## src/rtl/iir_decimator.sv

```systemverilog
// iir_decimator: averages each block of 2^LOG2_DECIM valid samples from the IIR
// stage with round-half-up, then buffers the averages in a small
// first-word-fall-through FIFO. The IIR stage cannot stall, so a result that
// arrives while the FIFO is full is dropped and recorded in a sticky flag.
module iir_decimator #(
    parameter int LOG2_DECIM = 2,
    parameter int FIFO_AW    = 2
) (
    input  logic               clk,
    input  logic               rst,
    input  logic [7:0]         din,
    input  logic               din_valid,
    output logic [7:0]         dout,
    output logic               dout_valid,
    input  logic               dout_ready,
    output logic [FIFO_AW:0]   fifo_level,
    output logic               ovf
);

    localparam int ACC_W = 8 + LOG2_DECIM;
    localparam int DEPTH = 1 << FIFO_AW;
    localparam logic [LOG2_DECIM-1:0] CNT_LAST   = '1;
    localparam logic [FIFO_AW:0]      LEVEL_FULL = (FIFO_AW + 1)'(DEPTH);
    // Half an LSB of the output, added before the shift to round half up.
    localparam logic signed [ACC_W:0] ROUND      = (ACC_W + 1)'(1 << (LOG2_DECIM - 1));

    logic signed [ACC_W-1:0] acc;
    logic [LOG2_DECIM-1:0]   cnt;
    logic signed [ACC_W:0]   sum_ext;
    logic [7:0]              result;
    logic                    push_req;
    logic                    push_ok;
    logic                    pop;
    logic                    full;

    logic [7:0]              mem [DEPTH];
    logic [FIFO_AW-1:0]      wr_ptr;
    logic [FIFO_AW-1:0]      rd_ptr;

    // Block sum including the current sample, rounded and scaled down by D.
    // One spare bit keeps the rounding add from wrapping at the positive limit.
    always_comb begin
        sum_ext  = {acc[ACC_W-1], acc} + {{(ACC_W + 1 - 8){din[7]}}, din};
        result   = 8'((sum_ext + ROUND) >>> LOG2_DECIM);
        push_req = din_valid && (cnt == CNT_LAST);
        full     = (fifo_level == LEVEL_FULL);
        pop      = dout_valid && dout_ready;
        push_ok  = push_req && (!full || pop);
    end

    // Accumulate valid samples; clear at each block end whether or not the result fits.
    always_ff @(posedge clk or posedge rst) begin
        if (rst) begin
            acc <= '0;
            cnt <= '0;
        end else if (din_valid) begin
            if (cnt == CNT_LAST) begin
                acc <= '0;
                cnt <= '0;
            end else begin
                acc <= sum_ext[ACC_W-1:0];
                cnt <= cnt + 1'b1;
            end
        end
    end

    // FIFO storage, pointers, level and sticky overflow.
    always_ff @(posedge clk or posedge rst) begin
        if (rst) begin
            for (int i = 0; i < DEPTH; i++) mem[i] <= '0;
            wr_ptr     <= '0;
            rd_ptr     <= '0;
            fifo_level <= '0;
            ovf        <= 1'b0;
        end else begin
            if (push_ok) begin
                mem[wr_ptr] <= result;
                wr_ptr      <= wr_ptr + 1'b1;
            end
            if (pop) begin
                rd_ptr <= rd_ptr + 1'b1;
            end
            if (push_ok && !pop) begin
                fifo_level <= fifo_level + 1'b1;
            end else if (pop && !push_ok) begin
                fifo_level <= fifo_level - 1'b1;
            end
            if (push_req && full && !pop) begin
                ovf <= 1'b1;
            end
        end
    end

    // Head of FIFO presented straight from storage; zero when nothing is buffered.
    always_comb begin
        dout_valid = (fifo_level != '0);
        dout       = dout_valid ? mem[rd_ptr] : 8'h00;
    end

endmodule

```

## config.mk

```make
export PLATFORM = sky130hd
export DESIGN_NAME = iir_decimator
export DESIGN_NICKNAME = d
export VERILOG_FILES = /design/src/rtl/iir_decimator.sv
export SDC_FILE = /design/constraint.sdc
export NUM_CORES = 1
export LEC_CHECK = 0
export CAP_MARGIN = 20
export CORE_MARGIN = 3
export CORE_UTILIZATION = 30
export DETAILED_ROUTE_END_ITERATION = 8
export MAX_ROUTING_LAYER = met4
export PLACE_DENSITY = 0.52
export RECOVER_POWER = 25
export REMOVE_ABC_BUFFERS = 1
export SLEW_MARGIN = 20
export SYNTH_ARGS = -nofsm -noshare
export SYNTH_HDL_FRONTEND = slang
export SYNTH_SLANG_ARGS = --single-unit
```

## constraint.sdc

```tcl
create_clock -name clk -period 2.9 [get_ports clk]
set_clock_uncertainty 0.1 [all_clocks]
set_input_delay 0.58 -clock clk [delete_from_list [all_inputs] [get_ports clk]]
set_output_delay 0.58 -clock clk [all_outputs]
set_load 0.005 [all_outputs]
```

==> metrics.md <==
| Metric | Value |
|---|---|
| Leading register cell type out of synthesis | `sky130_fd_sc_hd__dfrtp_1` |
| Crit Path Category | `in -> reg` |
| Number of warnings issued by yosys | `0` |
| Antenna Violating Nets Remaining | `0` |
| Sum of negative setup slack | `0 ps` |
| Area contributors post-synth | `sky130_fd_sc_hd__dfrtp_1, sky130_fd_sc_hd__ha_1, sky130_fd_sc_hd__mux4_2` |
| Synthesized instance count | `260` |
| Logic depth of the worst register-to-register path | `10` |
| H-tree depth | `2` |
| Leading area contributor after synthesis | `sky130_fd_sc_hd__dfrtp_1` |
| Fill cell count | `889` |
| Worst-Skew Late Latency | `300 ps` |
| Clock Power Share | `0.097` |
| Total area of multi-input combinational cells | `0.00150 mm²` |
| Path type of the worst min-delay path | `reg -> reg` |
| Number of synthesized flops with an enable pin | `0` |
| Fmax | `354 MHz` |
| Die height | `102 µm` |
| Sequential cell area | `0.00130 mm²` |
| Initial Util | `0.314` |
| Count of cell types in the netlist | `33` |
| Crit share post-route | `0.975` |
| R2r endpoint | `mem[6]` |
| Worst-case clock buffer depth | `2` |
| RSZ-0062 raised after global routing | `yes` |
| Worst EP arrival | `2920 ps` |
| Outcome | `completed` |
| Worst-path fanout max | `4` |
| First-pass GRT wire length | `10,500 µm` |
| Number of global-route vias before repair | `2,133` |
| Area added between synthesis and finish | `33.5%` |
| Ratio of cells with drive above 1 in the final layout | `0.284` |
| First-pass iteration count of the detailed router | `4` |
| Number of synthesized register bits | `52` |
| Logic gate share of total power | `0.621` |
| Netlist area before placement | `0.00278 mm²` |
| Post-route core utilization | `0.419` |
| Number of cells in the finished layout apart from fillers | `439` |
| Antenna diode count | `0` |
| Crit Reg-Reg Startpoint | `acc[0]` |
| TritonCTS Buffers | `5` |
| Crit path launch | `din[1]` |
| Horizontal extent of the die | `102 µm` |
| Number of remaining DRC errors | `0` |
| Number of placement rows | `34` |
| Final hold violations | `0` |
| Count of input and output buffers | `24` |
| Peak supply drop | `0.531 mV` |
| Asr flop ratio synth | `1.00` |
| Number of antenna violations at the first check in global routing | `0` |
| Internal Dissipation | `2.89 mW` |
| Number of nets in the layout | `360` |
| Type of element capturing the critical path | `flip-flop` |
| Clock sinks | `52` |
| Syn Area/Cell | `10.7 µm²` |
| Maximum number of pins on one net before global-route repair | `53` |
| Final worst hold slack | `376 ps` |
| Routed vias/inst | `4.68` |
| Post-DP HPWL | `4460 µm` |
| Total vias in the final route | `2,053` |
| Slew margin rel. | `0.119` |
| Most frequently used cell type in the post-synthesis netlist | `sky130_fd_sc_hd__dfrtp_1` |
| Die Outline Area | `0.0104 mm²` |
| Yosys top cell area share | `0.469` |
| Max-cap violations | `0` |
| Worst reg2reg setup slack | `100 ps` |
| Worst setup SP type | `input pin` |
| Global-route usage over all layers | `0.132` |
| 1st-iter DRT viols | `48` |
| Top-level I/O count | `25` |
| Final wirelength | `6100 µm` |
| Setup crit end | `mem[6]` |
| Proportion of power drawn by flip-flops and latches | `0.282` |
| Final Max Slew Viols | `0` |
| Sw Share | `0.374` |
| Fraction of the yosys area taken by sequential cells | `0.469` |
| Post-layout minimum cycle time | `2830 ps` |
| Worst Tran Pin Value | `1320 ps` |
| P per Cell Area | `1240 mW/mm²` |
| Clk pin slew, worst setup/hold paths | `100 ps` |
| Net switching power of the design | `1.72 mW` |
| Overflow left after global routing | `0` |
| Placed Cells | `425` |
| CTS root buffer | `sky130_fd_sc_hd__clkbuf_8` |
| Leak | `1.70 nW` |
| Clock tree from TritonCTS | `built` |
| Routed wirelength normalized by instance count | `13.9 µm` |
| Placeable Area | `0.00885 mm²` |
| Critical Path RT | `2990 ps` |
| Post-synth top cells | `sky130_fd_sc_hd__dfrtp_1, sky130_fd_sc_hd__nand2_1, sky130_fd_sc_hd__o21ai_0` |
| Count of endpoints failing setup in the final report | `0` |
| Routability-driven placement congestion ratio | `0.803` |
power groups by stage:
stage / combinational (mW) / sequential, mW / clock, mW
after global routing: 3.19 / 1.36 / 0.497
final: 2.87 / 1.30 / 0.445
after detailed placement: 2.60 / 1.31 / 0
after CTS: 2.73 / 1.30 / 0.467
after global placement: 2.56 / 1.29 / 0
after floorplan: 1.39 / 1.27 / 0
worst min path at each step:
stage                        from  endpoint  slack [ps]  depth (start not counted)
final                         ovf       ovf         380                          1
after CTS                     ovf       ovf         380                          1
after global placement    mem[26]   mem[26]         360                          2
after floorplan           mem[10]   mem[10]         340                          2
after detailed placement      ovf       ovf         360                          1
after global routing       mem[1]    mem[1]         410                          2
cell usage in the layout (no fill, tap or decap), drive strengths merged, types with 2 or more instances in the layout:
cell type,instances
a21o,3
a21oi,5
a31o,2
and2,8
buf,50
clkbuf,7
clkdlybuf4s50,18
clkinvlp,2
dfrtp,52
dlygate4sd2,3
fa,2
ha,16
inv,17
mux2,10
mux4,8
nand2,34
nand2b,2
nand3,3
nand3b,2
nand4,2
nor2,8
nor3,3
o21ai,30
o22ai,10
xnor2,12
xor2,9
flip-flops by register name (all words and copies together), names as in the netlist:
| register | cells |
|---|---|
| cnt | 2 |
| ovf | 1 |
| fifo_level | 3 |
| mem | 32 |
| wr_ptr | 2 |
| rd_ptr | 2 |
| acc | 10 |
layer usage:
layer	up-vias	GRT usage	part of all wire
met5	-	-	0
met2	30	0.206	0.48
met4	0	0.0333	0.0082
met1	984	0.177	0.48
li1	1035	-	-
met3	4	0.0232	0.028
through the flow:
stage	area, µm²	setup WS, ps	power [mW]
global placement	3450	-557	3.85
detailed placement	3450	-624	3.91
CTS	3620	-9.16	4.50
floorplan	2740	-60.3	2.66
global route	3710	-48.0	5.04
finish	3710	73.8	4.61
kinds of logic after synthesis:
| group | Yosys count | share of synthesized area |
|---|---|---|
| buf+inv | 29 | 0.0392 |
| compound gates | 52 | 0.108 |
| flops | 52 | 0.469 |
| fa+ha+maj | 18 | 0.0865 |
| xor+xnor | 21 | 0.0662 |
| mux | 19 | 0.109 |
| simple gates | 69 | 0.122 |
worst max-delay path: stages:
cell and delay (ps):
sky130_fd_sc_hd__dlygate4sd2_1 270, sky130_fd_sc_hd__fa_2 390, sky130_fd_sc_hd__a21o_1 210, sky130_fd_sc_hd__a221oi_4 300, sky130_fd_sc_hd__xor2_1 130, sky130_fd_sc_hd__or3b_4 440
sky130_fd_sc_hd__buf_6 140, sky130_fd_sc_hd__nor3_4 140, sky130_fd_sc_hd__xor2_2 230, sky130_fd_sc_hd__o21ai_0 100
final cells by class:
cell class                 instances  area share
multi-input combinational        179       0.403
sequential                        52       0.351
timing repair buffer              74       0.165
tap                              108      0.0364
clock buffer                       6      0.0223
inverter                          18      0.0182
clock inverter                     2     0.00405
timing repair:
item | 4_1_cts | 5_1_grt
pin swaps | 15 | 13
gates resized for setup | 14 | 21
buffers inserted | 5 | 2
hold buffers | 0 | 0
endpoints found under the setup margin | 12 | 12
No activity file was read; power rests on OpenSTA's default activity.
